$ cat config.mk
export PLATFORM = sky130hd
export DESIGN_NAME = key_color_ctrl
export DESIGN_NICKNAME = d
export VERILOG_FILES = /design/src/rtl/piano_pkg.sv /design/src/rtl/key_fsm.sv /design/src/rtl/key_color_ctrl.sv
export SDC_FILE = /design/constraint.sdc
export NUM_CORES = 1
export LEC_CHECK = 0
export BUFFER_PORTS_ARGS = -buffer_cell sky130_fd_sc_hd__buf_2
export CAP_MARGIN = 0
export CORE_UTILIZATION = 40
export CTS_CLUSTER_SIZE = 30
export DETAILED_ROUTE_END_ITERATION = 12
export SYNTH_ARGS = -nofsm -noshare
export SYNTH_HDL_FRONTEND = slang
export SYNTH_SLANG_ARGS = --single-unit
$ cat constraint.sdc
create_clock -name clock -period 6.98 [get_ports clock]
set_input_delay 0.349 -clock clock [delete_from_list [all_inputs] [get_ports clock]]
set_output_delay 0.349 -clock clock [all_outputs]
set_load 0.01 [all_outputs]
$ cat src/rtl/piano_pkg.sv
// Shared definitions for the piano display: key state encoding and colour format.
package piano_pkg;
    localparam int COLOR_W = 24;
    localparam int CHAN_W  = 8;

    typedef enum logic [1:0] {
        KEY_IDLE     = 2'd0,
        KEY_DEBOUNCE = 2'd1,
        KEY_PRESSED  = 2'd2,
        KEY_FADE     = 2'd3
    } key_state_e;
endpackage

$ cat src/rtl/key_fsm.sv
// One key's debounce/press/fade state machine and its registered fill colour.
// All state moves only on frame ticks so the colour is stable across a frame.
module key_fsm
    import piano_pkg::*;
#(
    parameter logic [COLOR_W-1:0] IDLE_COLOR      = 24'hFF_FF_FF,
    parameter logic [COLOR_W-1:0] PRESS_COLOR     = 24'h00_80_FF,
    parameter int                 DEBOUNCE_FRAMES = 2,
    parameter int                 FADE_SHIFT      = 2
) (
    input  logic               clock,
    input  logic               reset,
    input  logic               tick,
    input  logic               hit,
    output logic [COLOR_W-1:0] color,
    output logic               down,
    output logic               note_on
);
    localparam int LMAX = 1 << FADE_SHIFT;
    localparam int LW   = FADE_SHIFT + 1;
    localparam int CW   = $clog2(DEBOUNCE_FRAMES + 1);
    localparam int AW   = CHAN_W + FADE_SHIFT + 1;

    localparam logic [LW-1:0] LVL_MAX  = LW'(LMAX);
    localparam logic [CW-1:0] CNT_LAST = CW'(DEBOUNCE_FRAMES - 1);

    key_state_e    state;
    logic [CW-1:0] cnt;
    logic [LW-1:0] lvl;
    logic [LW-1:0] lvl_dn;

    // Per-channel linear blend; truncation keeps both endpoints exact.
    function automatic logic [COLOR_W-1:0] blend(input logic [LW-1:0] l);
        logic [AW-1:0]      acc;
        logic [COLOR_W-1:0] res;
        res = '0;
        for (int c = 0; c < COLOR_W / CHAN_W; c++) begin
            acc = AW'(PRESS_COLOR[CHAN_W*c +: CHAN_W]) * AW'(l)
                + AW'(IDLE_COLOR[CHAN_W*c +: CHAN_W]) * (AW'(LMAX) - AW'(l));
            res[CHAN_W*c +: CHAN_W] = acc[FADE_SHIFT +: CHAN_W];
        end
        return res;
    endfunction

    always_comb begin
        lvl_dn = (state == KEY_PRESSED) ? LVL_MAX - LW'(1) : lvl - LW'(1);
    end

    always_ff @(posedge clock) begin
        if (reset) begin
            state   <= KEY_IDLE;
            cnt     <= '0;
            lvl     <= '0;
            color   <= IDLE_COLOR;
            down    <= 1'b0;
            note_on <= 1'b0;
        end else begin
            note_on <= 1'b0;
            if (tick) begin
                case (state)
                    KEY_IDLE: begin
                        if (hit) begin
                            if (DEBOUNCE_FRAMES == 1) begin
                                state   <= KEY_PRESSED;
                                lvl     <= LVL_MAX;
                                color   <= PRESS_COLOR;
                                down    <= 1'b1;
                                note_on <= 1'b1;
                            end else begin
                                state <= KEY_DEBOUNCE;
                                cnt   <= CW'(1);
                            end
                        end
                    end
                    KEY_DEBOUNCE: begin
                        if (!hit) begin
                            state <= KEY_IDLE;
                            cnt   <= '0;
                        end else if (cnt == CNT_LAST) begin
                            state   <= KEY_PRESSED;
                            cnt     <= '0;
                            lvl     <= LVL_MAX;
                            color   <= PRESS_COLOR;
                            down    <= 1'b1;
                            note_on <= 1'b1;
                        end else begin
                            cnt <= cnt + CW'(1);
                        end
                    end
                    KEY_PRESSED, KEY_FADE: begin
                        if (hit && state == KEY_FADE) begin
                            // Retrigger from a fade skips debounce.
                            state   <= KEY_PRESSED;
                            lvl     <= LVL_MAX;
                            color   <= PRESS_COLOR;
                            down    <= 1'b1;
                            note_on <= 1'b1;
                        end else if (!hit || state == KEY_FADE) begin
                            state <= (lvl_dn == '0) ? KEY_IDLE : KEY_FADE;
                            lvl   <= lvl_dn;
                            color <= blend(lvl_dn);
                            down  <= 1'b0;
                        end
                    end
                    default: state <= KEY_IDLE;
                endcase
            end
        end
    end
endmodule

$ cat src/rtl/key_color_ctrl.sv
// Per-key highlight controller: frame tick from vsync falling edge, one key_fsm per key.
module key_color_ctrl
    import piano_pkg::*;
#(
    parameter int                 NUM_KEYS        = 8,
    parameter logic [COLOR_W-1:0] IDLE_COLOR      = 24'hFF_FF_FF,
    parameter logic [COLOR_W-1:0] PRESS_COLOR     = 24'h00_80_FF,
    parameter int                 DEBOUNCE_FRAMES = 2,
    parameter int                 FADE_SHIFT      = 2
) (
    input  logic                          clock,
    input  logic                          reset,
    input  logic                          vsync,
    input  logic [NUM_KEYS-1:0]           key_hit,
    output logic [NUM_KEYS*COLOR_W-1:0]   key_color,
    output logic [NUM_KEYS-1:0]           key_down,
    output logic [NUM_KEYS-1:0]           note_on
);
    logic vsync_q;
    logic tick;

    always_ff @(posedge clock) begin
        if (reset) vsync_q <= 1'b0;
        else       vsync_q <= vsync;
    end

    assign tick = vsync_q & ~vsync;

    for (genvar i = 0; i < NUM_KEYS; i++) begin : g_key
        key_fsm #(
            .IDLE_COLOR      (IDLE_COLOR),
            .PRESS_COLOR     (PRESS_COLOR),
            .DEBOUNCE_FRAMES (DEBOUNCE_FRAMES),
            .FADE_SHIFT      (FADE_SHIFT)
        ) u_key (
            .clock   (clock),
            .reset   (reset),
            .tick    (tick),
            .hit     (key_hit[i]),
            .color   (key_color[COLOR_W*i +: COLOR_W]),
            .down    (key_down[i]),
            .note_on (note_on[i])
        );
    end
endmodule
==> results.py, run 1 <==
metrics = {
    "floorplan": {
        "die-area_um2": 37000,
        "die_w_um": 192,
        "ioPinCount": 219,
        "core_area_um2": 35600,
        "num_rows": 69,
        "start_util_pct": 40.7,
        "dieHeight_um": 192,
    },
    "timing": {
        "setup_viol": 0,
        "tightest_slew_ns": 0.883,
        "setup_tns_ns": 0,
        "rsz0062_at_grt": "no",
        "clock_skew_ns": 0.00865,
        "finalCritPeriodShare_pct": 83.4,
        "finalHoldViolCount": 0,
        "final_max_slew_viol_count": 0,
        "maxSlewHeadroom_pct": 41.0,
        "period_needed_ns": 5.82,
        "fmax_mhz": 172,
        "worst_slack_ns": 1.16,
    },
    "cells_and_area": {
        "syn2layout_area_growth_pct": 8.36,
        "drive_above_1_share_pct": 17.7,
        "nNetsFinal": 1916,
        "diodes": 0,
    },
    "power": {
        "p_per_area_nw_per_um2": 134,
        "p_leak_nw": 6.81,
        "vdd_drop_max_mv": 0.165,
    },
    "routing": {
        "drt_pre_antenna_iters": 5,
        "vias_per_cell": 5.01,
        "vias": 10700,
        "wl_mm": 30.3,
        "wl_per_cell_um": 14.2,
        "drt_iter0_drc": 540,
        "drtAntennaViolNets": 0,
        "drc": 0,
    },
    "logic_synthesis": {
        "synth.avg_cell_area_um2": 9.13,
        "synth_flop_cell": "dfxtp_1",
        "yosysTopAreaCell": "dfxtp_1",
        "mappedNetlistNets": 1845,
        "synth_area_leaders": "dfxtp_1 23%, fa_1 14%, ha_1 12%, inv_1 6.7%, xnor2_1 6.0%",
        "netlist.area_leader.share_pct": 23.4,
        "ys_ff_latch": 169,
        "syn_inst": 1586,
        "synth-seq-area-share_pct": 23.4,
        "netlist_area_um2": 14500,
        "yosys_warnings": 0,
        "ys_types": 65,
        "async_flop_share_pct": 0,
        "synth_edf_count": 0,
    },
    "place": {
        "port_buffers": 218,
        "gp_congestion": 0.845,
        "dp_hpwl_mm": 23.3,
        "dp_slack_ns": 1.23,
    },
    "clock_tree": {
        "ctsResizeCount": 0,
        "clk_pin_slew_ns": 0.07,
        "hold_buffers": 0,
        "clkLatencyLatePin_ns": 0.45,
        "ctsHtreeMaxLevel": 4,
        "cts_sinks": 169,
        "clk_path_buf_depth": 2,
        "cts_buffers": 17,
        "cts_setup_buffers": 0,
        "cts_root_buf": "clkbuf_16",
        "cts_tree": "done",
    },
    "critical_path": {
        "cp_num_cells": 22,
        "ff2ff_setup_slack_ns": 1.16,
        "critPathMaxFanout": 9,
        "path_buf_inv": 5,
        "crit_required_ns": 7.30,
        "start_kind": "flop",
        "critPathSlowestCell": "fa_1",
        "reg2regPathDepth": 22,
        "crit-reg2reg-capture": "g_key[4].u_key.color[15]$_SDFFE_PP1P_",
        "arrival_ns": 6.14,
        "cpPeakStageDelay_ns": 0.54,
        "critPathKind": "reg2reg",
        "worstSetupEndpointType": "flop",
        "timing.rr.start": "g_key[4].u_key.lvl[0]$_SDFFE_PP0P_",
        "path_cells": "inv_1 > ha_1 > nand2_1 > inv_1 > ha_1 > ha_1 > inv_1 > fa_1 > xor2_1 > ha_1 > inv_1 > fa_1 > inv_1 > ha_1 > a21o_1 > a21o_1 > a21oi_1 > xnor2_1 > fa_1 > xor2_1 > xnor2_1 > o211ai_1",
        "cpLargestDelayFamily": "adder cells",
    },
    "grt": {
        "grt_max_degree": 65,
        "antenna_found_initial": 0,
        "use_met2_pct": 28.4,
        "grt_use_total_pct": 17.0,
        "grt-ovfl-total": 0,
        "grt_first_pass_wirelength_mm": 50.8,
        "grt_use_met3_pct": 3.00,
        "grt.met1_usage_pct": 22.2,
        "top_usage_layer": "met2",
        "grt_pass1_vias": 10300,
    },
    "hold_path": {
        "hold_path_class": "in2reg",
        "min_to": "vsync_q$_SDFF_PP0_",
        "min_from": "vsync",
        "whs_path_depth": 2,
    },
    "outcome": {
        "outcome": "completed",
    },
    "run": {
        "maxCapViolCount": 0,
    },
}
## kinds of logic (layout without fill, tap and decap cells)
logic type | count (synthesis) | count (layout) | synth area share, %
AOI/OAI and AO/OA | 341 | 341 | 17.0
xor gates and xnor gates | 144 | 144 | 9.01
adders and majority gates | 248 | 248 | 26.8
buffers and inverters | 435 | 519 | 14.6
DFF | 169 | 169 | 23.4
muxes | 1 | 1 | 0.0691
and+or+nand+nor | 248 | 248 | 9.19
## synthesized netlist by cell type, types with 19 or more instances
cell type / number
xnor2_1: 99
a21o_1: 35
inv_1: 258
dfxtp_1: 169
nor2_1: 67
buf_4: 112
nand2_1: 64
o21ai_0: 35
xor2_1: 40
o22ai_1: 21
a21oi_1: 87
buf_2: 19
a221o_1: 62
nand2b_1: 21
fa_1: 104
clkbuf_1: 39
ha_1: 144
## power by group
| part | switching, mW | internal [mW] |
|---|---|---|
| sequential | 0.00692 | 0.969 |
| clock | 0.463 | 0.511 |
| combinational | 0.0875 | 0.0603 |
## layout by cell type (no fill, tap or decap), types with 16 or more instances in the layout
master / n
inv_1: 258
buf_2: 217
dfxtp_1: 169
ha_1: 144
fa_1: 104
xnor2_1: 99
a21oi_1: 87
nor2_1: 67
nand2_1: 64
a221o_1: 62
xor2_1: 40
a21o_1: 35
o21ai_0: 35
o22ai_1: 21
nand2b_1: 20
a22oi_1: 18
clkbuf_16: 17
nor3_1: 16
## registers in the layout, indices dropped and copies added, names as in the netlist
signal	flops
g_key.u_key.color	96
g_key.u_key.lvl	24
g_key.u_key.cnt	16
g_key.u_key.state	16
g_key.u_key.down	8
g_key.u_key.note_on	8
vsync_q	1
## metal layers
layer / vias to the layer above / share of wire [%]
li1: 5331 / -
met1: 5132 / 47
met2: 191 / 48
met3: 25 / 3.9
met4: 0 / 1.5
met5: - / 0
## worst max path at each step
stage / startpoint / endpoint / slack (ns)
2_1_floorplan: g_key[2].u_key.lvl[0]$_SDFFE_PP0P_ / g_key[2].u_key.color[15]$_SDFFE_PP1P_ / 1.69
3_5_place_dp: g_key[1].u_key.lvl[0]$_SDFFE_PP0P_ / g_key[1].u_key.color[15]$_SDFFE_PP1P_ / 1.23
5_1_grt: g_key[1].u_key.lvl[0]$_SDFFE_PP0P_ / g_key[1].u_key.color[15]$_SDFFE_PP1P_ / 0.75
6_report: g_key[4].u_key.lvl[0]$_SDFFE_PP0P_ / g_key[4].u_key.color[15]$_SDFFE_PP1P_ / 1.16
3_3_place_gp: g_key[4].u_key.lvl[0]$_SDFFE_PP0P_ / g_key[4].u_key.color[15]$_SDFFE_PP1P_ / 1.28
4_1_cts: g_key[4].u_key.lvl[0]$_SDFFE_PP0P_ / g_key[4].u_key.color[15]$_SDFFE_PP1P_ / 1.17
## layout make-up
type | count | area, um2
Fill cell | 3494 | 19900
Multi-Input combinational cell | 982 | 8990
Sequential cell | 169 | 3380
Timing Repair Buffer | 228 | 1170
Inverter | 259 | 972
Tap cell | 461 | 577
Clock buffer | 17 | 425
Clock inverter | 15 | 173
## through the flow
stage / power [mW] / cells / hold slack [ns] / util, % / cell area [um2]
2_1_floorplan: 1.11 / 1586 / 0.434 / - / 14500
3_3_place_gp: 1.15 / 2099 / 0.446 / 42.4 / 15100
3_5_place_dp: 1.15 / 2099 / 0.447 / 42.4 / 15100
4_1_cts: 2.13 / 2131 / 0.160 / 44.1 / 15700
5_1_grt: 2.18 / 2131 / 0.171 / 44.1 / 15700
6_report: 2.10 / 2131 / 0.185 / 44.1 / 15700
No activity file was read; power rests on OpenSTA's default activity.
==> run 2: changes to the inputs <==
--- a/config.mk
+++ b/config.mk
@@ -5,6 +5,7 @@
 export SDC_FILE = /design/constraint.sdc
 export NUM_CORES = 1
 export LEC_CHECK = 0
+export ABC_AREA = 1
 export BUFFER_PORTS_ARGS = -buffer_cell sky130_fd_sc_hd__buf_2
 export CAP_MARGIN = 0
 export CORE_UTILIZATION = 40
==> constraint.sdc (replaced) <==
create_clock -name clock -period 5.35 [get_ports clock]
set_input_delay 0.2675 -clock clock [delete_from_list [all_inputs] [get_ports clock]]
set_output_delay 0.2675 -clock clock [all_outputs]
set_load 0.01 [all_outputs]
==> results.py, run 2 <==
metrics = {
    "outcome": {
        "outcome": "completed",
    },
    "logic_synthesis": {
        "async_flop_share_pct": 0,
        "synth_area_leaders": "dfxtp_1 23%, fa_1 14%, ha_1 12%, inv_1 9.7%, nand2_1 7.9%",
        "netlist_top_cells_count": "387 x inv_1, 312 x nand2_1, 169 x dfxtp_1",
        "yosys_warnings": 0,
        "netlist_area_um2": 14900,
        "synth_flop_cell": "dfxtp_1",
        "ys_ff_latch": 169,
        "yosysMostFrequentCell": "inv_1",
        "synth_edf_count": 0,
        "synth-seq-area-share_pct": 22.7,
        "syn_inst": 1908,
        "synth.avg_cell_area_um2": 7.81,
        "mappedNetlistNets": 2167,
        "ys_types": 50,
        "yosysTopAreaCell": "dfxtp_1",
        "netlist.area_leader.share_pct": 22.7,
    },
    "grt": {
        "grt_pass1_vias": 11700,
        "grt_first_pass_wirelength_mm": 55.3,
        "antenna_found_initial": 0,
        "grt-ovfl-total": 0,
        "grt_use_total_pct": 17.6,
        "grt_max_degree": 61,
    },
    "critical_path": {
        "critical_path.most_common_cell": "inv_1",
        "cpPeakStageDelay_ns": 0.50,
        "critPathKind": "reg2reg",
        "start_kind": "flop",
        "critPathMaxFanout": 4,
        "ff2ff_setup_slack_ns": 0.25,
        "path_cells": "inv_2 > ha_1 > nand2_1 > inv_1 > ha_1 > ha_4 > inv_2 > ha_1 > inv_1 > fa_1 > inv_1 > fa_1 > inv_1 > fa_1 > inv_1 > ha_1 > inv_1 > nor2_2 > nor2_2 > xor2_2 > fa_2 > a22oi_1 > nand2_1",
        "critPathSlowestCell": "fa_1",
        "worstSetupEndpointType": "flop",
        "timing.rr.start": "g_key[3].u_key.lvl[0]$_SDFFE_PP0P_",
        "crit-reg2reg-capture": "g_key[3].u_key.color[14]$_SDFFE_PP1P_",
        "reg2regPathDepth": 23,
        "arrival_ns": 5.41,
        "crit_required_ns": 5.66,
    },
    "timing": {
        "fmax_mhz": 196,
        "period_needed_ns": 5.10,
        "finalHoldViolCount": 0,
        "tightest_slew_ns": 0.950,
        "maxSlewHeadroom_pct": 36.4,
        "final_max_slew_viol_count": 0,
        "setup_viol": 0,
        "finalHoldWorstSlack_ns": 0.0467,
        "finalCritPeriodShare_pct": 95.3,
        "worst_slack_ns": 0.249,
        "clock_skew_ns": 0.0148,
    },
    "power": {
        "p_leak_nw": 8.27,
        "power.share.combinational_pct": 13.2,
        "p_sw_share_pct": 27.8,
        "power.internal_mw": 2.06,
        "vdd_drop_max_mv": 0.229,
        "p_per_area_nw_per_um2": 167,
        "pwr-share-clk_pct": 42.3,
        "power.share.sequential_pct": 44.5,
        "p_sw_uw": 796,
    },
    "hold_path": {
        "hold_path_class": "in2reg",
        "min_to": "vsync_q$_SDFF_PP0_",
        "whs_path_depth": 3,
        "min_from": "vsync",
    },
    "clock_tree": {
        "cts_tree": "done",
        "hold_buffers": 0,
        "ctsHtreeMaxLevel": 4,
        "cts_sinks": 169,
        "clkLatencyLatePin_ns": 0.46,
        "clk_pin_slew_ns": 0.07,
        "cts_root_buf": "clkbuf_16",
        "clk_path_buf_depth": 2,
        "cts_buffers": 17,
    },
    "cells_and_area": {
        "final_common_cell": "inv_1",
        "syn2layout_area_growth_pct": 14.7,
        "largest_register": "g_key.u_key.color",
        "drive_above_1_share_pct": 23.6,
        "diodes": 0,
        "top_regs": "g_key.u_key.color: 96 flops, g_key.u_key.lvl: 24 flops",
        "mostFrequentLayoutCells": "371 x inv_1, 310 x nand2_1, 217 x buf_2, 156 x dfxtp_1, 127 x ha_1",
        "largest_register_ffs": 96,
        "nNetsFinal": 2333,
        "fin_util_pct": 46.7,
    },
    "floorplan": {
        "core_area_um2": 36600,
        "die_w_um": 195,
        "dieHeight_um": 195,
        "num_rows": 70,
        "ioPinCount": 219,
        "die-area_um2": 38000,
        "start_util_pct": 40.7,
    },
    "routing": {
        "drc": 0,
        "vias": 12100,
        "vias_per_cell": 4.73,
        "drt_pre_antenna_iters": 7,
        "drtAntennaViolNets": 0,
        "drt_iter0_drc": 469,
        "wl_mm": 33.1,
        "wl_per_cell_um": 13.0,
    },
    "place": {
        "dp_hpwl_mm": 25.4,
        "dp_slack_ns": -0.0146,
        "port_buffers": 218,
        "gp_congestion": 0.857,
    },
    "run": {
        "maxCapViolCount": 0,
    },
}
[run 2: timing repair]
action	CTS	global route
pin swaps	1	23
buffers inserted	0	10
gates resized for setup	1	86
setup endpoints to repair	3	16
[run 2: final cells by class]
class,instances,area (um2)
fill,3601,19500
multi-input combinational,1189,9380
clock inverter,13,120
clock buffer,18,429
sequential,169,3400
timing repair buffer,293,1660
inverter,404,1520
tap,468,586
[run 2: kinds of logic after synthesis]
logic type / after synthesis / share of synthesized area, %
XOR/XNOR: 87 / 5.21
AND/OR/NAND/NOR: 576 / 17.7
adder cells (fa/ha/maj): 248 / 26.1
buffers and inverters: 550 / 16.9
flip-flops: 169 / 22.7
AO/OA/AOI/OAI: 278 / 11.5
[run 2: power by group through the flow]
stage,sequential [mW],combinational (mW),clock [mW]
final,1.27,0.379,1.21
after global placement,1.30,0.340,0
after detailed placement,1.30,0.345,0
after global routing,1.27,0.430,1.30
after CTS,1.27,0.347,1.25
after floorplan,1.30,0.254,0
[run 2: how the worst max path moves through the flow]
stage | startpoint | endpoint | cells past startpoint
detailed placement | g_key[0].u_key.lvl[0]$_SDFFE_PP0P_ | g_key[0].u_key.color[15]$_SDFFE_PP1P_ | 29
CTS | g_key[0].u_key.lvl[0]$_SDFFE_PP0P_ | g_key[0].u_key.color[15]$_SDFFE_PP1P_ | 29
floorplan | g_key[1].u_key.lvl[0]$_SDFFE_PP0P_ | g_key[1].u_key.color[15]$_SDFFE_PP1P_ | 28
global placement | g_key[6].u_key.lvl[0]$_SDFFE_PP0P_ | g_key[6].u_key.color[14]$_SDFFE_PP1P_ | 24
finish | g_key[3].u_key.lvl[0]$_SDFFE_PP0P_ | g_key[3].u_key.color[14]$_SDFFE_PP1P_ | 23
global route | g_key[6].u_key.lvl[0]$_SDFFE_PP0P_ | g_key[6].u_key.color[14]$_SDFFE_PP1P_ | 24
[run 2: routing by layer]
metal / vias to the layer above / global-route usage, % / share of wire, %
met5: - / 0 / 0
met4: 0 / 5.48 / 1.6
met3: 35 / 2.44 / 3.0
met2: 224 / 30.6 / 49
met1: 5632 / 22.6 / 46
li1: 6194 / - / -
[run 2: critical path, delay by kind of cell, from the launching register on]
family,cells,cell delay (ns)
fa+ha+maj,9,3.37
buf+inv,8,0.52
flops,1,0.35
simple gates,4,0.34
xor+xnor,1,0.20
compound gates,1,0.18
[run 2: per-stage QoR]
step	total power [mW]	cell area, um2	std cells	setup TNS [ns]
after floorplan	1.56	14900	1908	0
after global placement	1.64	16100	2513	0
after global routing	3.00	17100	2554	-0.0269
after CTS	2.87	16600	2544	-0.0139
final	2.86	17100	2554	0
after detailed placement	1.65	16100	2513	-0.0146
==> run 3: changes to the inputs <==
--- a/config.mk
+++ b/config.mk
@@ -6,11 +6,11 @@
 export NUM_CORES = 1
 export LEC_CHECK = 0
 export ABC_AREA = 1
-export BUFFER_PORTS_ARGS = -buffer_cell sky130_fd_sc_hd__buf_2
 export CAP_MARGIN = 0
 export CORE_UTILIZATION = 40
 export CTS_CLUSTER_SIZE = 30
 export DETAILED_ROUTE_END_ITERATION = 12
+export DONT_BUFFER_PORTS = 1
 export SYNTH_ARGS = -nofsm -noshare
 export SYNTH_HDL_FRONTEND = slang
 export SYNTH_SLANG_ARGS = --single-unit
==> results.py, run 3 (same netlist as run 2, synthesis figures left out) <==
metrics = {
    "power": {
        "p_total_mw": 2.91,
        "vdd_drop_max_mv": 0.227,
        "p_per_area_nw_per_um2": 179,
        "p_leak_nw": 7.80,
    },
    "outcome": {
        "outcome": "completed",
    },
    "grt": {
        "grt-ovfl-total": 0,
        "grt_pass1_vias": 11600,
        "antenna_found_initial": 0,
        "grt_use_total_pct": 17.7,
        "grt_max_degree": 107,
        "grt_first_pass_wirelength_mm": 55.0,
    },
    "routing": {
        "wl_per_cell_um": 13.8,
        "drc": 0,
        "vias_per_cell": 4.86,
        "drt_pre_antenna_iters": 4,
        "drtAntennaViolNets": 0,
        "wl_mm": 32.3,
        "vias": 11400,
        "drt_iter0_drc": 417,
    },
    "critical_path": {
        "critical_path.most_common_cell": "inv_1",
        "start_kind": "flop",
        "critPathSlowestCell": "fa_1",
        "arrival_ns": 5.47,
        "worstSetupEndpointType": "flop",
        "cpLargestDelayFamily": "adder cells",
        "critPathKind": "reg2reg",
        "crit_required_ns": 5.68,
        "critPathMaxFanout": 6,
        "path_buf_inv": 8,
        "cpPeakStageDelay_ns": 0.51,
        "path_cells": "inv_2 > ha_4 > inv_2 > nor2_8 > ha_1 > ha_1 > inv_2 > ha_1 > inv_1 > fa_1 > inv_1 > fa_1 > inv_1 > fa_1 > inv_1 > ha_1 > inv_1 > nor2_1 > nor2_1 > xor2_1 > fa_2 > a22oi_1 > nand2_1",
    },
    "clock_tree": {
        "cts_tree": "done",
        "clkLatencyLatePin_ns": 0.45,
        "cts_sinks": 169,
        "ctsHtreeMaxLevel": 4,
        "clk_pin_slew_ns": 0.07,
        "cts_root_buf": "clkbuf_16",
        "clk_path_buf_depth": 2,
        "cts_buffers": 17,
    },
    "timing": {
        "period_needed_ns": 5.14,
        "clock_skew_ns": 0.0151,
        "finalHoldWorstSlack_ns": 0.0237,
        "setup_viol": 0,
        "setup_tns_ns": 0,
        "final_max_slew_viol_count": 0,
        "maxSlewHeadroom_pct": 39.3,
        "finalHoldViolCount": 0,
        "fmax_mhz": 195,
        "finalCritPeriodShare_pct": 96.1,
        "tightest_slew_ns": 0.907,
    },
    "place": {
        "dp_hpwl_mm": 24.6,
        "post_dp_cell_area_um2": 14900,
        "gp_congestion": 0.844,
        "port_buffers": 0,
    },
    "cells_and_area": {
        "mostFrequentLayoutCells": "369 x inv_1, 312 x nand2_1, 160 x dfxtp_1, 121 x ha_1, 109 x a21oi_1",
        "largest_register_ffs": 96,
        "final_common_cell": "inv_1",
        "nNetsFinal": 2125,
        "syn2layout_area_growth_pct": 8.94,
        "multi_input_area_um2": 9480,
        "fin_util_pct": 44.4,
        "nFillCells": 3669,
        "seqCellArea_um2": 3400,
        "diodes": 0,
        "drive_above_1_share_pct": 15.2,
        "largest_register": "g_key.u_key.color",
        "design_area_um2": 16200,
        "top_regs": "g_key.u_key.color: 96 flops, g_key.u_key.lvl: 24 flops",
    },
    "floorplan": {
        "core_area_um2": 36600,
        "ioPinCount": 219,
        "dieHeight_um": 195,
        "num_rows": 70,
        "die_w_um": 195,
        "die-area_um2": 38000,
        "start_util_pct": 40.7,
    },
    "hold_path": {
        "hold_path_class": "in2reg",
    },
    "run": {
        "maxCapViolCount": 0,
    },
}
-- run 3: what timing repair did --
| item | in CTS | in global routing |
|---|---|---|
| hold buffers | 5 | 0 |
| gates cloned | 0 | 0 |
| endpoints found under the setup margin | 8 | 16 |
| setup buffers | 1 | 21 |
| endpoints found under the hold margin | 110 | 0 |
| pin swaps | 2 | 22 |
| gates resized for setup | 7 | 85 |
-- run 3: final cells by class --
cell class / count / area share, %
sequential: 169 / 20.9
tap: 468 / 3.61
clock buffer: 21 / 2.96
multi-input combinational: 1189 / 58.4
clock inverter: 11 / 0.663
inverter: 404 / 9.36
timing repair buffer: 85 / 4.11
-- run 3: final timing paths --
kind         slack, ns                                from                                    end  depth (start not counted)
max               0.21  g_key[4].u_key.lvl[0]$_SDFFE_PP0P_  g_key[4].u_key.color[14]$_SDFFE_PP1P_                         23
min               0.02                          key_hit[6]      g_key[6].u_key.note_on$_SDFF_PP0_                          2
max reg2reg       0.21  g_key[4].u_key.lvl[0]$_SDFFE_PP0P_  g_key[4].u_key.color[14]$_SDFFE_PP1P_                         23
min reg2reg       0.45  g_key[4].u_key.cnt[1]$_SDFFE_PP0P_     g_key[4].u_key.cnt[1]$_SDFFE_PP0P_                          2
-- run 3: power breakdown --
group / leakage [nW] / switching, mW / internal (mW) / total (mW)
combinational: 6.14 / 0.215 / 0.157 / 0.372
clock: 0.288 / 0.568 / 0.698 / 1.27
sequential: 1.37 / 0.00914 / 1.27 / 1.27
total: 7.80 / 0.792 / 2.12 / 2.91
-- run 3: metrics by stage --
step                worst slack, ns  instances
global route                -0.0371       2347
floorplan                     0.154       1908
detailed placement          -0.0725       2288
CTS                         0.00181       2326
finish                        0.210       2347
global placement             0.0142       2288
-- run 3: metal layers --
layer / routed length (um) / up-vias / share of wire, % / global-route usage, %
met5: 0 / - / 0 / 0
met4: 465 / 0 / 1.4 / 5.13
met3: 1050 / 33 / 3.2 / 3.13
met2: 15900 / 162 / 49 / 30.6
met1: 15000 / 5434 / 46 / 22.4
li1: - / 5783 / - / -
